## src/rtl/alu_issue_stage.sv

```systemverilog
// rtl/alu_issue_stage.sv - RV32I ALU issue stage: decode to FunctionUnit, capture result, resolve branches
module alu_issue_stage (
  input  logic        clk,
  input  logic        rst,
  input  logic        in_valid,
  output logic        in_ready,
  input  logic [31:0] in_instr,
  input  logic [31:0] in_rs1,
  input  logic [31:0] in_rs2,
  input  logic [31:0] in_pc,
  output logic [31:0] fu_a,
  output logic [31:0] fu_b,
  output logic [3:0]  fu_fs,
  input  logic [31:0] fu_s,
  input  logic [3:0]  fu_flags,
  output logic        out_valid,
  input  logic        out_ready,
  output logic [31:0] out_result,
  output logic        out_branch,
  output logic        out_taken,
  output logic        out_illegal,
  output logic [31:0] out_count
);

  localparam logic [3:0] FS_ADD  = 4'b0000;
  localparam logic [3:0] FS_SUB  = 4'b0001;
  localparam logic [3:0] FS_SLL  = 4'b0010;
  localparam logic [3:0] FS_SLT  = 4'b0100;
  localparam logic [3:0] FS_SLTU = 4'b0110;
  localparam logic [3:0] FS_XOR  = 4'b1000;
  localparam logic [3:0] FS_SRL  = 4'b1010;
  localparam logic [3:0] FS_SRA  = 4'b1011;
  localparam logic [3:0] FS_OR   = 4'b1100;
  localparam logic [3:0] FS_AND  = 4'b1110;

  localparam logic [6:0] OPC_OP     = 7'b0110011;
  localparam logic [6:0] OPC_OP_IMM = 7'b0010011;
  localparam logic [6:0] OPC_LUI    = 7'b0110111;
  localparam logic [6:0] OPC_AUIPC  = 7'b0010111;
  localparam logic [6:0] OPC_BRANCH = 7'b1100011;

  localparam logic [6:0] F7_ZERO = 7'b0000000;
  localparam logic [6:0] F7_ALT  = 7'b0100000;

  typedef enum logic {S_EMPTY, S_FULL} state_t;

  state_t      state_q, state_d;
  logic        load;
  logic [31:0] result_q, result_d;
  logic        branch_q, branch_d;
  logic        taken_q, taken_d;
  logic        illegal_q, illegal_d;
  logic [31:0] count_q, count_d;

  logic [6:0]  opcode;
  logic [2:0]  funct3;
  logic [6:0]  f7;
  logic        legal;
  logic        is_branch;
  logic        cond;
  logic        unused_rd;

  assign opcode    = in_instr[6:0];
  assign funct3    = in_instr[14:12];
  assign f7        = in_instr[31:25];
  assign unused_rd = ^in_instr[11:7];

  // funct3 to FS for the register/immediate ALU ops where f7 does not select a variant
  function automatic logic [3:0] base_fs(input logic [2:0] f3);
    case (f3)
      3'b000:  base_fs = FS_ADD;
      3'b001:  base_fs = FS_SLL;
      3'b010:  base_fs = FS_SLT;
      3'b011:  base_fs = FS_SLTU;
      3'b100:  base_fs = FS_XOR;
      3'b101:  base_fs = FS_SRL;
      3'b110:  base_fs = FS_OR;
      default: base_fs = FS_AND;
    endcase
  endfunction

  // Decode instruction into FunctionUnit operands and FS; illegal forms present ADD 0+0
  always_comb begin
    fu_fs     = FS_ADD;
    fu_a      = 32'd0;
    fu_b      = 32'd0;
    legal     = 1'b0;
    is_branch = 1'b0;
    case (opcode)
      OPC_OP: begin
        fu_a = in_rs1;
        fu_b = in_rs2;
        if (funct3 == 3'b000 || funct3 == 3'b101) begin
          if (f7 == F7_ZERO) begin
            legal = 1'b1;
            fu_fs = base_fs(funct3);
          end else if (f7 == F7_ALT) begin
            legal = 1'b1;
            fu_fs = (funct3 == 3'b000) ? FS_SUB : FS_SRA;
          end
        end else if (f7 == F7_ZERO) begin
          legal = 1'b1;
          fu_fs = base_fs(funct3);
        end
      end
      OPC_OP_IMM: begin
        fu_a = in_rs1;
        fu_b = {{20{in_instr[31]}}, in_instr[31:20]};
        if (funct3 == 3'b001) begin
          legal = (f7 == F7_ZERO);
          fu_fs = FS_SLL;
        end else if (funct3 == 3'b101) begin
          legal = (f7 == F7_ZERO) || (f7 == F7_ALT);
          fu_fs = (f7 == F7_ALT) ? FS_SRA : FS_SRL;
        end else begin
          legal = 1'b1;
          fu_fs = base_fs(funct3);
        end
      end
      OPC_LUI: begin
        legal = 1'b1;
        fu_b  = {in_instr[31:12], 12'd0};
      end
      OPC_AUIPC: begin
        legal = 1'b1;
        fu_a  = in_pc;
        fu_b  = {in_instr[31:12], 12'd0};
      end
      OPC_BRANCH: begin
        legal     = (funct3 != 3'b010) && (funct3 != 3'b011);
        is_branch = 1'b1;
        fu_fs     = FS_SUB;
        fu_a      = in_rs1;
        fu_b      = in_rs2;
      end
      default: legal = 1'b0;
    endcase
    if (!legal) begin
      fu_fs     = FS_ADD;
      fu_a      = 32'd0;
      fu_b      = 32'd0;
      is_branch = 1'b0;
    end
  end

  // Branch condition from the SUB flags; C=1 means rs1 >= rs2 unsigned
  always_comb begin
    cond = 1'b0;
    case (funct3)
      3'b000:  cond = fu_flags[3];
      3'b001:  cond = !fu_flags[3];
      3'b100:  cond = fu_flags[1] ^ fu_flags[0];
      3'b101:  cond = !(fu_flags[1] ^ fu_flags[0]);
      3'b110:  cond = !fu_flags[2];
      3'b111:  cond = fu_flags[2];
      default: cond = 1'b0;
    endcase
  end

  // Output register occupancy: load on accept, drain when consumed with nothing behind it
  always_comb begin
    state_d = state_q;
    load    = 1'b0;
    case (state_q)
      S_EMPTY: begin
        if (in_valid) begin
          load    = 1'b1;
          state_d = S_FULL;
        end
      end
      S_FULL: begin
        if (out_ready) begin
          load    = in_valid;
          state_d = in_valid ? S_FULL : S_EMPTY;
        end
      end
      default: state_d = S_EMPTY;
    endcase
  end

  assign in_ready  = !rst && ((state_q == S_EMPTY) || out_ready);
  assign out_valid = (state_q == S_FULL);

  assign result_d  = legal ? fu_s : 32'd0;
  assign branch_d  = is_branch;
  assign taken_d   = is_branch && cond;
  assign illegal_d = !legal;
  assign count_d   = count_q + {31'd0, out_valid && out_ready};

  // State, captured result fields and consumed-result counter; reset overrides any handshake
  always_ff @(posedge clk) begin
    if (rst) begin
      state_q   <= S_EMPTY;
      result_q  <= 32'd0;
      branch_q  <= 1'b0;
      taken_q   <= 1'b0;
      illegal_q <= 1'b0;
      count_q   <= 32'd0;
    end else begin
      state_q <= state_d;
      count_q <= count_d;
      if (load) begin
        result_q  <= result_d;
        branch_q  <= branch_d;
        taken_q   <= taken_d;
        illegal_q <= illegal_d;
      end
    end
  end

  assign out_result  = result_q;
  assign out_branch  = branch_q;
  assign out_taken   = taken_q;
  assign out_illegal = illegal_q;
  assign out_count   = count_q;

endmodule

```

## config.mk

```make
export PLATFORM = sky130hd
export DESIGN_NAME = alu_issue_stage
export DESIGN_NICKNAME = d
export VERILOG_FILES = /design/src/rtl/alu_issue_stage.sv
export SDC_FILE = /design/constraint.sdc
export NUM_CORES = 1
export LEC_CHECK = 0
export CORE_AREA = 2 2 117 119
export DETAILED_ROUTE_END_ITERATION = 10
export DIE_AREA = 0 0 119 121
export PLACE_DENSITY = 0.81
export RECOVER_POWER = 25
export SETUP_SLACK_MARGIN = 0.2
export SKIP_CTS_REPAIR_TIMING = 1
export SYNTH_ARGS = -nofsm -noshare
export SYNTH_HDL_FRONTEND = slang
export SYNTH_SLANG_ARGS = --single-unit
```

## constraint.sdc

```tcl
create_clock -name clk -period 3.1 [get_ports clk]
set_input_delay 0.62 -clock clk [delete_from_list [all_inputs] [get_ports clk]]
set_output_delay 0.62 -clock clk [all_outputs]
set_load 0.01 [all_outputs]
```

==> run summary <==
Largest net degree at the start of global routing -> 44
Warnings, synthesis -> 0
Req. time, crit path -> 2.48 ns
Later-pin clock latency in the skew report -> 0.33 ns
Number of buffers inserted by port buffering -> 299
RR Startpoint -> out_valid
Post-synth top flop -> dfxtp_1
Placer congestion estimate -> 0.925
Total grt overflow -> 0
DRT iter0 DRCs -> 434
Leakage -> 3.48 nW
Area leader, netlist -> dfxtp_1
R2R cell count -> 6
Period minus WS final -> 3.09 ns
FMAX -> 0.324 GHz
Clock Tree Buf Depth -> 2
Fraction of layout cells with a size suffix above 1 -> 28.7%
Vias in the first global route -> 5698
TritonCTS clock tree -> done
Area of the mapped netlist -> 4900 um2
Cell count after synthesis -> 603
# rows -> 42
Chip height -> 121 um
Vias -> 6269
PwrDens -> 279 nW/um2
Hpwl dp -> 14300 um
Root Buffer -> clkbuf_16
IO Pins -> 305
Nets -> 1110
Top-area cell type share of the netlist area -> 27.8%
CP Capture Type -> output port
Worst hold path endpoint -> out_illegal
DRC violations left -> 0
Post-synth EDFFs -> 0
Util after Layout -> 69.5%
RR Endpoint -> out_count[31]
Syn Nets -> 773
Setup-failing EPs final -> 0
P&R area growth vs syn -> 85.5%
Status -> finished, final reports clean
Max Transition Viols Final -> 0
Final Power -> 2.54 mW
Tot GR Track Use -> 24.8%
Final period utilization -> 99.6%
Clk_skew -> 0.00476 ns
Post-Syn Area per Cell -> 8.13 um2
Die area -> 14400 um2
WP data arrival -> 2.47 ns
Hold Fails Final Rpt -> 0
Vias per inst -> 5.58
RSZ-0062 raised after global routing -> true
H-tree depth -> 3
Clk slew on worst S/H paths -> 0.05 ns
First-pass GRT wire length -> 29000 um
Post-synthesis sequential area ratio -> 27.8%
Hold Crit Start -> out_illegal
Total CTS buffers -> 9
Clock sink count -> 68
VDD IR max -> 311 uV
CP Class -> in2out
Crit-path max FO -> 4
Worst slew margin -> 37.2%
Type of the worst min-delay path -> reg2reg
Initial Utilization -> 37.4%
Register bit total from synthesis -> 68
Hold path depth -> 1
Reg2Reg Setup Slack -> 0.81 ns
Die Wd -> 119 um
Fraction of registers with async set/reset -> 0%
Setup_tns -> 0 ns
Ranking of synthesized cells by area -> dfxtp_1 28%, a41oi_2 9.6%, a21oi_1 9.3%
Core area -> 13100 um2
Initial antenna violation count -> 1
Detailed Routing Iterations Pass 1 -> 5
WL final -> 20600 um
Antenna-violating nets left -> 0
Synth cell types -> 53
Max-cap viol count -> 0
Per-cell routed wire length -> 18.3 um
Worst-margin pin slew -> 0.943 ns
Startpoint types -> input pin
==> flip-flops by register name (all words and copies together), names as in the netlist <==
| register | count |
|---|---|
| out_count | 32 |
| out_result | 32 |
| out_branch | 1 |
| out_illegal | 1 |
| out_taken | 1 |
| out_valid | 1 |
==> layout make-up <==
class / instances / area, um2
Fill cell: 1068 / 4000
Antenna cell: 3 / 7.51
Clock inverter: 6 / 111
Inverter: 9 / 33.8
Tap cell: 176 / 220
Timing Repair Buffer: 389 / 3680
Sequential cell: 68 / 1360
Clock buffer: 10 / 239
Multi-Input combinational cell: 463 / 3430
==> per-stage QoR <==
step                setup WS, ns  cells  hold slack [ns]  instance area (um2)
global route             -0.0250   1121            0.514                 9080
floorplan                  0.204    603            0.504                 4900
CTS                       -0.952   1098            0.470                 8850
detailed placement        -0.943   1082            0.458                 8500
finish                    0.0118   1124            0.458                 9090
global placement          -0.890   1082            0.455                 8500
==> cell usage after synthesis (all sizes together), types with 12 or more instances <==
library cell and count:
a21oi 111, a221oi 19, a22oi 36, a41oi 32
buf 21, clkbuf 43, dfxtp 68, mux2i 12
nand2 71, nor2 22, nor2b 14, o22ai 12
==> layout by cell type, fill, tap and decap left out, types with 15 or more instances in the layout <==
cell type and count:
clkdlybuf4s50_1 168, a21oi_1 77, dlygate4sd3_1 46, a22oi_1 34, buf_4 60, a21oi_2 31, nor2_1 20, clkbuf_16 15
a221oi_1 19, dlymetal6s2s_1 15, a41oi_2 29, dfxtp_1 68, buf_2 57, nand2_1 71
==> cells by family after synthesis <==
logic type	Yosys count	synth area share [%]
flip-flops	68	27.8
XOR/XNOR	17	3.04
multiplexers	18	3.83
AO/OA/AOI/OAI	239	38.5
AND/OR/NAND/NOR	186	19.6
buffers and inverters	73	6.77
adder cells (fa/ha/maj)	2	0.511
==> power by group <==
group / internal [mW] / switching, mW / leakage [nW]
Sequential: 0.879 / 0.00309 / 0.548
Combinational: 0.286 / 0.181 / 2.76
Clock: 0.807 / 0.381 / 0.169
Total: 1.97 / 0.565 / 3.48
==> routing by layer <==
| layer | wire, um | track usage (%) | vias up |
|---|---|---|---|
| li1 | - | - | 2981 |
| met1 | 8260 | 30.6 | 2970 |
| met3 | 1740 | 7.80 | 36 |
| met5 | 0 | 0 | - |
| met4 | 468 | 7.51 | 0 |
| met2 | 10100 | 41.5 | 282 |
==> worst max-delay path: stages <==
cell and delay, ns:
buf_6 0.10, or4_4 0.54, buf_6 0.15, o32ai_4 0.27, buf_4 0.18, buf_6 0.09, nand3_4 0.09, a211oi_4 0.26
buf_6 0.15
==> worst max path at each step <==
stage	from	endpoint	slack, ns	cells past startpoint
2_1_floorplan	in_instr[25]	fu_fs[1]	0.20	6
3_3_place_gp	in_instr[25]	fu_fs[1]	-0.89	7
3_5_place_dp	in_instr[25]	fu_fs[1]	-0.94	7
4_1_cts	in_instr[25]	fu_fs[1]	-0.95	7
5_1_grt	in_instr[28]	fu_fs[1]	-0.03	9
6_report	in_instr[28]	fu_fs[1]	0.01	9
No activity file was read; power rests on OpenSTA's default activity.
